--- src/rtl/stall_fifo_pkg.sv ---
// Shared pipeline definitions for the valid/stall handshake and FIFO sizing.
package stall_fifo_pkg;

  // Handshake polarity: valid and stall are both active-high.
  localparam logic HS_VALID_ACTIVE = 1'b1;
  localparam logic HS_STALL_ACTIVE = 1'b1;

  // Pointer width for a DEPTH-entry buffer; at least one bit.
  function automatic int ptr_w(input int depth);
    return (depth > 1) ? $clog2(depth) : 1;
  endfunction

  // Occupancy width: must be able to hold the value DEPTH itself.
  function automatic int cnt_w(input int depth);
    return $clog2(depth + 1);
  endfunction

endpackage

--- src/rtl/stall_fifo_mem.sv ---
// DEPTH x WIDTH register array: synchronous write, asynchronous read.
// Contents are deliberately not reset.
module stall_fifo_mem
  import stall_fifo_pkg::*;
#(
  parameter int WIDTH = 1,
  parameter int DEPTH = 4,
  parameter int AW    = ptr_w(DEPTH)
) (
  input  logic             clk,
  input  logic             we,
  input  logic [AW-1:0]    waddr,
  input  logic [WIDTH-1:0] wdata,
  input  logic [AW-1:0]    raddr,
  output logic [WIDTH-1:0] rdata
);

  logic [WIDTH-1:0] mem_q [DEPTH];

  // Write port: one entry per cycle when enabled.
  always_ff @(posedge clk) begin
    if (we) begin
      mem_q[waddr] <= wdata;
    end
  end

  // Read port: combinational lookup at the read pointer.
  always_comb begin
    rdata = mem_q[raddr];
  end

endmodule

--- src/rtl/stall_fifo.sv ---
// Consumer end of a valid/stall pipeline link: buffers upstream data in a
// DEPTH-entry FIFO, stalls upstream when full, and re-presents data
// downstream with the same valid/stall convention.
module stall_fifo
  import stall_fifo_pkg::*;
#(
  parameter int WIDTH = 1,
  parameter int DEPTH = 4
) (
  input  logic                       clk,
  input  logic                       reset_n,
  input  logic [WIDTH-1:0]           data_in,
  input  logic                       input_valid,
  output logic                       stall_out,
  output logic [WIDTH-1:0]           data_out,
  input  logic                       stall_in,
  output logic                       valid_out,
  output logic [$clog2(DEPTH+1)-1:0] count
);

  localparam int AW = ptr_w(DEPTH);
  localparam int CW = cnt_w(DEPTH);

  logic [AW-1:0]    wr_ptr_q, wr_ptr_d;
  logic [AW-1:0]    rd_ptr_q, rd_ptr_d;
  logic [CW-1:0]    count_q, count_d;
  logic [WIDTH-1:0] last_q, last_d;
  logic [WIDTH-1:0] mem_rdata;
  logic             full;
  logic             nonempty;
  logic             push;
  logic             pop;

  stall_fifo_mem #(
    .WIDTH (WIDTH),
    .DEPTH (DEPTH),
    .AW    (AW)
  ) u_mem (
    .clk   (clk),
    .we    (push),
    .waddr (wr_ptr_q),
    .wdata (data_in),
    .raddr (rd_ptr_q),
    .rdata (mem_rdata)
  );

  // Handshake decode: stall_out comes from registered occupancy only, while
  // valid_out is suppressed combinationally by a downstream stall.
  always_comb begin
    full      = (count_q == CW'(DEPTH));
    nonempty  = (count_q != '0);
    stall_out = full;
    push      = input_valid && !full;
    valid_out = reset_n && !stall_in && nonempty;
    pop       = valid_out;
    // When empty, keep showing the last popped word rather than stale memory.
    data_out  = nonempty ? mem_rdata : last_q;
    count     = count_q;
  end

  // Next-state: pointers wrap naturally since DEPTH is a power of two.
  always_comb begin
    wr_ptr_d = wr_ptr_q;
    rd_ptr_d = rd_ptr_q;
    count_d  = count_q;
    last_d   = last_q;
    if (push) begin
      wr_ptr_d = wr_ptr_q + AW'(1);
    end
    if (pop) begin
      rd_ptr_d = rd_ptr_q + AW'(1);
      last_d   = mem_rdata;
    end
    case ({push, pop})
      2'b10:   count_d = count_q + CW'(1);
      2'b01:   count_d = count_q - CW'(1);
      default: count_d = count_q;
    endcase
  end

  // State registers; asynchronous reset discards all entries at once.
  always_ff @(posedge clk or negedge reset_n) begin
    if (!reset_n) begin
      wr_ptr_q <= '0;
      rd_ptr_q <= '0;
      count_q  <= '0;
      last_q   <= '0;
    end else begin
      wr_ptr_q <= wr_ptr_d;
      rd_ptr_q <= rd_ptr_d;
      count_q  <= count_d;
      last_q   <= last_d;
    end
  end

  // Occupancy sanity checks, evaluated only outside reset.
  always_ff @(posedge clk) begin
    if (reset_n) begin
      assert (count_q <= CW'(DEPTH))
        else $error("stall_fifo: count %0d exceeds depth %0d", count_q, DEPTH);
      assert (!(pop && (count_q == '0)))
        else $error("stall_fifo: pop while empty");
    end
  end

endmodule
--- config.mk ---
export PLATFORM = sky130hd
export DESIGN_NAME = stall_fifo
export DESIGN_NICKNAME = d
export VERILOG_FILES = /design/src/rtl/stall_fifo_pkg.sv /design/src/rtl/stall_fifo_mem.sv /design/src/rtl/stall_fifo.sv
export SDC_FILE = /design/constraint.sdc
export NUM_CORES = 1
export LEC_CHECK = 0
export ABC_AREA = 1
export CELL_PAD_IN_SITES_DETAIL_PLACEMENT = 0
export CELL_PAD_IN_SITES_GLOBAL_PLACEMENT = 1
export CORE_UTILIZATION = 41
export DETAILED_ROUTE_END_ITERATION = 7
export PLACE_DENSITY_LB_ADDON = 0.1
export SKIP_LAST_GASP = 1
export SLEW_MARGIN = 20
export SYNTH_ARGS = -nofsm -noshare
export SYNTH_HDL_FRONTEND = slang
export SYNTH_SLANG_ARGS = --single-unit
--- constraint.sdc ---
create_clock -name clk -period 5.4 [get_ports clk]
set_input_delay 1.08 -clock clk [delete_from_list [all_inputs] [get_ports clk]]
set_output_delay 1.08 -clock clk [all_outputs]
set_load 0.01 [all_outputs]
Word level (Yosys, flattened, before mapping)
Memory sizes are Yosys's and may differ from the RTL's.
Cells that the tools add are included.
{ "op_classes": {"muxes": 4, "n_addsub": 4, "eq_ne": 3, "reduce_logical": 7} }
{ "op_table": {"columns": ["op", "count"], "rows": [
  ["$pmux 3 s2", 1],
  ["$add 2x1->2 const B", 2],
  ["$add 3x1->3 const B", 1],
  ["$eq 3x3->1 const B", 1],
  ["$logic_and 1x1->1", 3],
  ["$mux 1", 3],
  ["$reduce_bool 3->1", 1],
  ["$sub 3x1->3 const B", 1],
  ["$eq 2x1->1 const B", 1],
  ["$eq 2x2->1 const B", 1],
  ["$logic_not 1->1", 2],
  ["$reduce_bool 2->1", 1]
]} }
{ "word_totals": {"inputBits": 5, "mem_count": 1, "regBits": 8, "elab_cells": 23, "output_inout_bits": 6, "ram_bits": 4} }
{ "memory_table": {"columns": ["memory", "words", "width", "read_ports", "rd_ports_with_merged_regs", "wr", "line_no", "source"], "rows": [
  ["u_mem.mem_q", 4, 1, 1, 0, 1, "stall_fifo_mem.sv:18", "logic [WIDTH-1:0] mem_q [DEPTH];"]
]} }

Longest topological paths before layout
Gate-level depths: netlist of the first run.
{ "logic_depth": {"word_depth": 5, "mapped_depth": 10, "mapped_depth_nobuf": 10} }

Modules after synthesis
Synthesis of the first run repeated with hierarchy kept, for this count alone.
{ "unflattened": {"hier_cells": 86, "area_unflattened_um2": 680.7} }
{ "by_module_without_submodules": {"columns": ["module", "instances", "seq_area_each_um2", "area_each_um2", "cells_per_inst"], "rows": [
  ["stall_fifo", 1, 200.2, 473.0, 62],
  ["stall_fifo_mem", 1, 120.1, 207.7, 24]
]} }

Least setup slack after synthesis of the first run
Ideal clock, no wire load.
{ "synth_timing": {"path_type": "input to output", "from": "input port stall_in", "to": "output port valid_out", "cell_stages": 3, "t_required_ns": 4.320, "slack_ns": 2.930, "n_path_buf": 0, "arrival_time_ns": 1.390, "path_cell_list": "inv_1 > nand2_1 > a21oi_4"} }
{ "synth_between": {"elab_chain_len": 3} }
{ "synth_rtl": {"columns": ["element", "line_no", "source"], "rows": [
  ["from (decl)", "stall_fifo.sv:16", "input logic stall_in,"],
  ["$logic_not 1->1", "stall_fifo.sv:54", "valid_out = reset_n && !stall_in && nonempty;"],
  ["$logic_and 1x1->1 (2 in series)", "stall_fifo.sv:54", null],
  ["to (decl)", "stall_fifo.sv:17", "output logic valid_out,"]
]} }
No other way between the ends.

Final worst setup path of the first run
{ "layout_timing": {"from": "input port reset_n", "to": "output port valid_out"} }
{ "layout_between": {"elab_chain_len": 2} }
{ "layout_rtl": {"columns": ["element", "line_no", "source"], "rows": [
  ["from (decl)", "stall_fifo.sv:11", "input logic reset_n,"],
  ["$logic_and 1x1->1 (2 in series)", "stall_fifo.sv:54", null]
]} }
No other way between the ends.

==> flow_results.xml, run 1 <==
<?xml version="1.0" encoding="UTF-8"?>
<metrics>
  <group name="run_status">
    <metric name="run_status" unit="">finished, final reports clean</metric>
  </group>
  <group name="floorplan">
    <metric name="die_w" unit="µm">43.0</metric>
    <metric name="rows" unit="">14</metric>
    <metric name="number_of_top_level_pins" unit="">11</metric>
    <metric name="fp.dieH" unit="µm">43.0</metric>
    <metric name="die-area" unit="µm²">1850</metric>
    <metric name="core_area" unit="µm²">1540</metric>
    <metric name="initial_utilization" unit="">0.446</metric>
  </group>
  <group name="clocking">
    <metric name="cts_buffer_depth" unit="">2</metric>
    <metric name="clock-sinks" unit="">12</metric>
    <metric name="tritoncts.num_buffers" unit="">3</metric>
    <metric name="clock_tree.htree_level_count" unit="">1</metric>
    <metric name="clock_latency" unit="ns">0.26</metric>
    <metric name="tritoncts" unit="">built</metric>
    <metric name="cts_root_buf" unit="">sky130_fd_sc_hd__clkbuf_4</metric>
    <metric name="clk_transition_reported_paths" unit="ns">0.07</metric>
    <metric name="post-cts-setup-buffer-count" unit="">0</metric>
    <metric name="cts_hold_buffers" unit="">0</metric>
    <metric name="post_cts_resize_count" unit="">0</metric>
  </group>
  <group name="yosys">
    <metric name="mappedNetlistArea" unit="µm²">688</metric>
    <metric name="synth_top_cell_by_area" unit="">sky130_fd_sc_hd__dfrtp_1</metric>
    <metric name="yosysWarnings" unit="">0</metric>
    <metric name="post_synthesis_sequential_area_ratio" unit="">0.465</metric>
    <metric name="syn_avg_cell_area" unit="µm²">9.30</metric>
    <metric name="postSynthRegisterBits" unit="">12</metric>
    <metric name="post-synth-top-area-fraction" unit="">0.291</metric>
    <metric name="synth_area_leaders" unit="">sky130_fd_sc_hd__dfrtp_1, sky130_fd_sc_hd__edfxtp_1, sky130_fd_sc_hd__nand2_1, sky130_fd_sc_hd__ha_1, sky130_fd_sc_hd__inv_1</metric>
    <metric name="post_synth_net_total" unit="">85</metric>
    <metric name="postSynthCellCount" unit="">74</metric>
    <metric name="post_synth_num_cell_types" unit="">17</metric>
  </group>
  <group name="sta">
    <metric name="period_minus_slack" unit="ns">3.82</metric>
    <metric name="fin_setup_tns" unit="ns">0</metric>
    <metric name="setup_viol" unit="">0</metric>
    <metric name="hold_viol_final" unit="">0</metric>
    <metric name="fin_worst_skew" unit="ns">0.00281</metric>
    <metric name="timing.final.crit_share" unit="">0.707</metric>
    <metric name="max_clock_freq" unit="MHz">262</metric>
    <metric name="drv_slew" unit="">0</metric>
    <metric name="timing_worst_slew_pin_value" unit="ns">0.424</metric>
    <metric name="rsz0062_at_grt" unit="">false</metric>
    <metric name="postLayoutSetupSlackWorst" unit="ns">1.58</metric>
    <metric name="timing.max_slew.rel_slack" unit="">0.716</metric>
  </group>
  <group name="routing">
    <metric name="totalWireLength" unit="mm">1.07</metric>
    <metric name="routed.top_layer" unit="">met4</metric>
    <metric name="count_of_antenna_violating_nets_left_after_detailed_routing" unit="">0</metric>
    <metric name="routedWlPerCell" unit="µm">10.3</metric>
    <metric name="dr_wl_met3" unit="µm">27</metric>
    <metric name="met2RoutedLength" unit="µm">519</metric>
    <metric name="drt_pre_antenna_iters" unit="">2</metric>
    <metric name="avgViaCountPerCell" unit="">4.49</metric>
    <metric name="wl_met1" unit="µm">502</metric>
    <metric name="detailroute.via_count" unit="">467</metric>
    <metric name="drc" unit="">0</metric>
    <metric name="drt_first_iter_violations" unit="">3</metric>
  </group>
  <group name="global_route">
    <metric name="grt_remaining_overflow" unit="">0</metric>
    <metric name="gr-usage-all-layers" unit="">0.151</metric>
    <metric name="grt_start_max_net_pins" unit="">11</metric>
    <metric name="grt_pass1_vias" unit="">433</metric>
    <metric name="antenna_found_initial" unit="">0</metric>
    <metric name="grt_first_pass_wirelength" unit="mm">1.94</metric>
  </group>
  <group name="placed_design">
    <metric name="port-buffer-count" unit="">10</metric>
    <metric name="post-place-ws" unit="ns">1.55</metric>
    <metric name="detailedPlacementHpwl" unit="µm">870</metric>
    <metric name="finalWeightedCongestion" unit="">0.736</metric>
  </group>
  <group name="critical_path">
    <metric name="timing_worst_setup_path_type" unit="">in2out</metric>
    <metric name="critical_path_required" unit="ns">4.32</metric>
    <metric name="critical_path.n_buffers_inverters" unit="">2</metric>
    <metric name="timing.critical_path.slowest_stage_cell" unit="">sky130_fd_sc_hd__clkdlybuf4s50_1</metric>
    <metric name="critical_path.max_stage_delay" unit="ns">0.73</metric>
    <metric name="crit_family" unit="">buffers and inverters</metric>
    <metric name="critical_path.most_common_cell" unit="">sky130_fd_sc_hd__clkdlybuf4s50_1</metric>
    <metric name="crit_path_cell_trace" unit="">clkdlybuf4s50_1 &gt; nand2_1 &gt; a21oi_4 &gt; clkdlybuf4s50_1</metric>
    <metric name="worstSetupStartpointType" unit="">input pin</metric>
    <metric name="end_kind" unit="">output port</metric>
    <metric name="critPathArrivalTime" unit="ns">2.74</metric>
    <metric name="timing.critical_path.fanout_max" unit="">10</metric>
  </group>
  <group name="finish">
    <metric name="area_growth_syn_to_layout" unit="%">21.3</metric>
    <metric name="antenna-diode-count" unit="">0</metric>
    <metric name="final_layout_size_suffix_gt1_frac" unit="">0.102</metric>
    <metric name="finish.net_count" unit="">100</metric>
  </group>
  <group name="pwr">
    <metric name="pwr_density_cell" unit="nW/µm²">534</metric>
    <metric name="vdd.ir_drop.worst" unit="V">0.000307</metric>
    <metric name="power_leakage" unit="nW">0.411</metric>
  </group>
  <group name="run">
    <metric name="cap_violations" unit="">0</metric>
  </group>
  <group name="min_path">
    <metric name="worstHoldPathType" unit="">reg2reg</metric>
  </group>
</metrics>
==> registers in the layout, indices dropped and copies added (netlist names) <==
| signal | cells |
|---|---|
| count | 3 |
| last_q | 1 |
| rd_ptr_q | 2 |
| u_mem.mem_q | 4 |
| wr_ptr_q | 2 |
==> report_power, final <==
group          internal [W]   total, W  switching, W
Clock             0.0000267  0.0000538     0.0000271
Sequential         0.000132   0.000169     0.0000369
Combinational      0.000104   0.000224      0.000119
Total              0.000263   0.000446      0.000183
==> stage by stage <==
stage           util  std cells  power [W]  cell area, µm²  hold WS [ns]
6_report       0.541        104   0.000446             835         0.483
5_1_grt        0.541        104   0.000493             835         0.517
4_1_cts        0.541        104   0.000454             835         0.491
3_5_place_dp   0.524        100   0.000398             808         0.475
3_3_place_gp   0.524        100   0.000395             808         0.472
2_1_floorplan      -         74   0.000317             688         0.450
==> final timing paths <==
path | from | endpoint | depth (start not counted) | slack (ns)
min in group asynchronous | reset_n | wr_ptr_q[0] | 1 | 1.11
worst max-delay path | reset_n | valid_out | 4 | 1.58
max in group asynchronous | reset_n | wr_ptr_q[1] | 1 | 3.99
worst min-delay path | last_q | last_q | 2 | 0.48
worst max register to register | count[1] | count[2] | 9 | 3.47
worst min register to register | last_q | last_q | 2 | 0.48
==> synthesized netlist by cell type <==
| library cell | n |
|---|---|
| sky130_fd_sc_hd__a21oi_4 | 1 |
| sky130_fd_sc_hd__nor2_4 | 1 |
| sky130_fd_sc_hd__nand3_1 | 8 |
| sky130_fd_sc_hd__dfrtp_1 | 8 |
| sky130_fd_sc_hd__inv_2 | 1 |
| sky130_fd_sc_hd__xnor2_1 | 1 |
| sky130_fd_sc_hd__nand2_4 | 2 |
| sky130_fd_sc_hd__ha_1 | 5 |
| sky130_fd_sc_hd__nand2_1 | 18 |
| sky130_fd_sc_hd__o21ai_1 | 1 |
| sky130_fd_sc_hd__fa_1 | 1 |
| sky130_fd_sc_hd__o21ai_0 | 1 |
| sky130_fd_sc_hd__inv_1 | 15 |
| sky130_fd_sc_hd__edfxtp_1 | 4 |
| sky130_fd_sc_hd__xor2_1 | 2 |
| sky130_fd_sc_hd__nor2_1 | 4 |
| sky130_fd_sc_hd__xor2_2 | 1 |
==> logic make-up after synthesis <==
logic type	share of synthesized area
fa+ha+maj	0.120
buf+inv	0.0873
simple gates	0.227
compound gates	0.0382
flops	0.465
xor+xnor	0.0618
==> cell type report <==
cell class | count | area [µm²]
fill | 151 | 707
sequential | 12 | 320
multi-input combinational | 46 | 308
timing repair buffer | 10 | 100
inverter | 16 | 60.1
clock buffer | 3 | 22.5
tap | 16 | 20.0
clock inverter | 1 | 3.75
==> layout by cell type (no fill, tap or decap) <==
cell	netlist	layout
sky130_fd_sc_hd__inv_2	1	1
sky130_fd_sc_hd__nor2_1	4	4
sky130_fd_sc_hd__clkinv_1	0	1
sky130_fd_sc_hd__nor2_4	1	1
sky130_fd_sc_hd__xor2_1	2	2
sky130_fd_sc_hd__nand3_1	8	8
sky130_fd_sc_hd__o21ai_0	1	1
sky130_fd_sc_hd__xor2_2	1	1
sky130_fd_sc_hd__clkdlybuf4s50_1	0	10
sky130_fd_sc_hd__o21ai_1	1	1
sky130_fd_sc_hd__nand2_4	2	2
sky130_fd_sc_hd__edfxtp_1	4	4
sky130_fd_sc_hd__xnor2_1	1	1
sky130_fd_sc_hd__fa_1	1	1
sky130_fd_sc_hd__ha_1	5	5
sky130_fd_sc_hd__clkbuf_4	0	3
sky130_fd_sc_hd__a21oi_4	1	1
sky130_fd_sc_hd__nand2_1	18	18
sky130_fd_sc_hd__inv_1	15	15
sky130_fd_sc_hd__dfrtp_1	8	8
==> worst min-delay path, stage by stage, from the launching register on <==
cell	delay, ns
sky130_fd_sc_hd__dfrtp_1	0.34
sky130_fd_sc_hd__nand2_1	0.05
sky130_fd_sc_hd__nand2_1	0.06
==> layer usage <==
layer	vias to the layer above	global-route usage
li1	253	-
met1	206	0.201
met2	6	0.212
met3	2	0.0383
met4	0	0.109
met5	-	0
(Power assumes the default switching activity.)
==> run 2, diff against run 1 <==
--- a/config.mk
+++ b/config.mk
@@ -8,7 +8,7 @@
 export ABC_AREA = 1
 export CELL_PAD_IN_SITES_DETAIL_PLACEMENT = 0
 export CELL_PAD_IN_SITES_GLOBAL_PLACEMENT = 1
-export CORE_UTILIZATION = 41
+export CORE_UTILIZATION = 38
 export DETAILED_ROUTE_END_ITERATION = 7
 export PLACE_DENSITY_LB_ADDON = 0.1
 export SKIP_LAST_GASP = 1
==> constraint.sdc (replaced) <==
create_clock -name clk -period 3.9 [get_ports clk]
set_input_delay 0.78 -clock clk [delete_from_list [all_inputs] [get_ports clk]]
set_output_delay 0.78 -clock clk [all_outputs]
set_load 0.01 [all_outputs]
==> run 2 against run 1 <==
Against the previous run: critical path depth up 1; design area grew 2.2%; critical path type unchanged; clock power grew 45%; power is 40% higher; worst setup slack lost 0.73 ns; hold slack gained 0.0035 ns; die area up 7.5%; via count is 4.3% higher; largest power group unchanged; final cell count rose by 9.6%; sequential power up 38%; count of clock-buffer cells in the layout rose by 1.
==> flow_results.xml, run 2 (synthesis gave the netlist of run 1 again) <==
<?xml version="1.0" encoding="UTF-8"?>
<metrics>
  <group name="run_status">
    <metric name="run_status" unit="">finished, final reports clean</metric>
  </group>
  <group name="sta">
    <metric name="period_minus_slack" unit="ns">3.05</metric>
    <metric name="fin_worst_hold_slack" unit="ns">0.487</metric>
    <metric name="postLayoutSetupSlackWorst" unit="ns">0.852</metric>
    <metric name="fin_setup_tns" unit="ns">0</metric>
    <metric name="timing_worst_slew_pin_value" unit="ns">0.209</metric>
    <metric name="rsz0062_at_grt" unit="">false</metric>
    <metric name="timing.final.crit_share" unit="">0.782</metric>
    <metric name="fin_worst_skew" unit="ns">0.00352</metric>
    <metric name="setup_viol" unit="">0</metric>
    <metric name="max_clock_freq" unit="MHz">328</metric>
    <metric name="timing.max_slew.rel_slack" unit="">0.861</metric>
    <metric name="drv_slew" unit="">0</metric>
    <metric name="hold_viol_final" unit="">0</metric>
  </group>
  <group name="finish">
    <metric name="layout_commonest_cell" unit="">sky130_fd_sc_hd__nand2_1</metric>
    <metric name="area_growth_syn_to_layout" unit="%">24.0</metric>
    <metric name="largest_register_ffs" unit="">4</metric>
    <metric name="final_cell_area" unit="µm²">853</metric>
    <metric name="top_register" unit="">u_mem.mem_q</metric>
    <metric name="final_layout_size_suffix_gt1_frac" unit="">0.112</metric>
    <metric name="antenna-diode-count" unit="">0</metric>
    <metric name="finish.net_count" unit="">101</metric>
    <metric name="area_taken_by_multi_input_logic_gates" unit="µm²">308</metric>
    <metric name="layout.filler_cells" unit="">173</metric>
    <metric name="post_layout_nonfiller_instances" unit="">114</metric>
    <metric name="most-common-layout-cells" unit="">sky130_fd_sc_hd__nand2_1, sky130_fd_sc_hd__inv_1, sky130_fd_sc_hd__clkdlybuf4s50_1</metric>
    <metric name="ff_latch_area" unit="µm²">320</metric>
  </group>
  <group name="global_route">
    <metric name="grt_pass1_vias" unit="">462</metric>
    <metric name="grt_first_pass_wirelength" unit="mm">1.92</metric>
    <metric name="antenna_found_initial" unit="">0</metric>
    <metric name="gr-usage-all-layers" unit="">0.139</metric>
    <metric name="grt_start_max_net_pins" unit="">11</metric>
    <metric name="grt_remaining_overflow" unit="">0</metric>
  </group>
  <group name="critical_path">
    <metric name="end_kind" unit="">output port</metric>
    <metric name="critical_path.most_common_cell" unit="">sky130_fd_sc_hd__clkdlybuf4s50_1</metric>
    <metric name="critical_path.max_stage_delay" unit="ns">0.57</metric>
    <metric name="timing_worst_setup_path_type" unit="">in2out</metric>
    <metric name="critical_path_required" unit="ns">3.12</metric>
    <metric name="critical_path.n_buffers_inverters" unit="">3</metric>
    <metric name="critPathArrivalTime" unit="ns">2.27</metric>
    <metric name="timing.critical_path.fanout_max" unit="">10</metric>
    <metric name="timing.critical_path.slowest_stage_cell" unit="">sky130_fd_sc_hd__clkdlybuf4s50_1</metric>
    <metric name="crit_path_cell_trace" unit="">clkdlybuf4s50_1 &gt; buf_4 &gt; nand2_1 &gt; a21oi_4 &gt; clkdlybuf4s50_1</metric>
    <metric name="crit_family" unit="">buffers and inverters</metric>
    <metric name="worstSetupStartpointType" unit="">input pin</metric>
  </group>
  <group name="clocking">
    <metric name="post-cts-setup-buffer-count" unit="">0</metric>
    <metric name="clock_latency" unit="ns">0.26</metric>
    <metric name="clock_tree.htree_level_count" unit="">1</metric>
    <metric name="cts_hold_buffers" unit="">0</metric>
    <metric name="tritoncts.num_buffers" unit="">3</metric>
    <metric name="cts_root_buf" unit="">sky130_fd_sc_hd__clkbuf_4</metric>
    <metric name="cts_buffer_depth" unit="">2</metric>
    <metric name="clock-sinks" unit="">12</metric>
    <metric name="tritoncts" unit="">built</metric>
    <metric name="post_cts_resize_count" unit="">0</metric>
    <metric name="clk_transition_reported_paths" unit="ns">0.07</metric>
  </group>
  <group name="placed_design">
    <metric name="post-place-cells" unit="">110</metric>
    <metric name="post-place-ws" unit="ns">0.841</metric>
    <metric name="finalWeightedCongestion" unit="">0.757</metric>
    <metric name="detailedPlacementHpwl" unit="µm">877</metric>
    <metric name="dpl-instance-area" unit="µm²">827</metric>
    <metric name="port-buffer-count" unit="">10</metric>
  </group>
  <group name="routing">
    <metric name="drt_pre_antenna_iters" unit="">4</metric>
    <metric name="detailroute.via_count" unit="">487</metric>
    <metric name="count_of_antenna_violating_nets_left_after_detailed_routing" unit="">0</metric>
    <metric name="avgViaCountPerCell" unit="">4.27</metric>
    <metric name="drc" unit="">0</metric>
    <metric name="drt_first_iter_violations" unit="">8</metric>
    <metric name="totalWireLength" unit="mm">1.06</metric>
    <metric name="routedWlPerCell" unit="µm">9.27</metric>
  </group>
  <group name="pwr">
    <metric name="pwr_density_cell" unit="nW/µm²">729</metric>
    <metric name="power_leakage" unit="nW">0.416</metric>
    <metric name="vdd.ir_drop.worst" unit="V">0.000310</metric>
  </group>
  <group name="floorplan">
    <metric name="number_of_top_level_pins" unit="">11</metric>
    <metric name="die_w" unit="µm">44.6</metric>
    <metric name="die-area" unit="µm²">1990</metric>
    <metric name="core_area" unit="µm²">1710</metric>
    <metric name="rows" unit="">15</metric>
    <metric name="fp.dieH" unit="µm">44.6</metric>
    <metric name="initial_utilization" unit="">0.403</metric>
  </group>
  <group name="min_path">
    <metric name="worstHoldPathType" unit="">reg2reg</metric>
  </group>
  <group name="run">
    <metric name="cap_violations" unit="">0</metric>
  </group>
</metrics>
run 2: changes by cell type in the layout (fill, tap and decap cells not counted), sizes merged:
cell / change
clkinv: -1
buf: +1
clkbuf: +1
run 2: path summary, 6_finish.rpt:
| check | startpoint | end | slack [ns] | depth (start not counted) |
|---|---|---|---|---|
| min | last_q | last_q | 0.49 | 2 |
| min in group asynchronous | reset_n | rd_ptr_q[0] | 0.80 | 2 |
| max in group asynchronous | reset_n | count[1] | 2.96 | 2 |
| max | reset_n | valid_out | 0.85 | 5 |
| max reg2reg | count[1] | count[2] | 1.98 | 9 |
| min reg2reg | last_q | last_q | 0.49 | 2 |
run 2: metal layers:
metal  GRT usage  up-vias  part of all wire
met5           0        -                 0
met4      0.0545        0                 0
met3      0.0490        0             0.024
met2       0.203        6              0.48
met1       0.188      227              0.50
li1            -      254                 -
run 2: final cells by class:
cell class / instances / share of cell area
Sequential cell: 12 / 0.375
Multi-Input combinational cell: 46 / 0.361
Timing Repair Buffer: 11 / 0.126
Inverter: 16 / 0.0704
Tap cell: 25 / 0.0367
Clock buffer: 4 / 0.0308
run 2: tightest hold or removal path: cells and delay by family, from the launching register on:
kind	cells	cell delay, ns
flops	1	0.35
simple gates	2	0.11
run 2: through the flow:
stage,power [W],utilization
after CTS,0.000634,0.500
after global placement,0.000553,0.484
after global routing,0.000690,0.500
final,0.000622,0.500
after detailed placement,0.000556,0.484
after floorplan,0.000438,-
run 2: power by group:
part	switching (W)	internal, W
logic	0.000165	0.000146
registers	0.0000510	0.000182
clock network	0.0000384	0.0000395
total	0.000255	0.000368
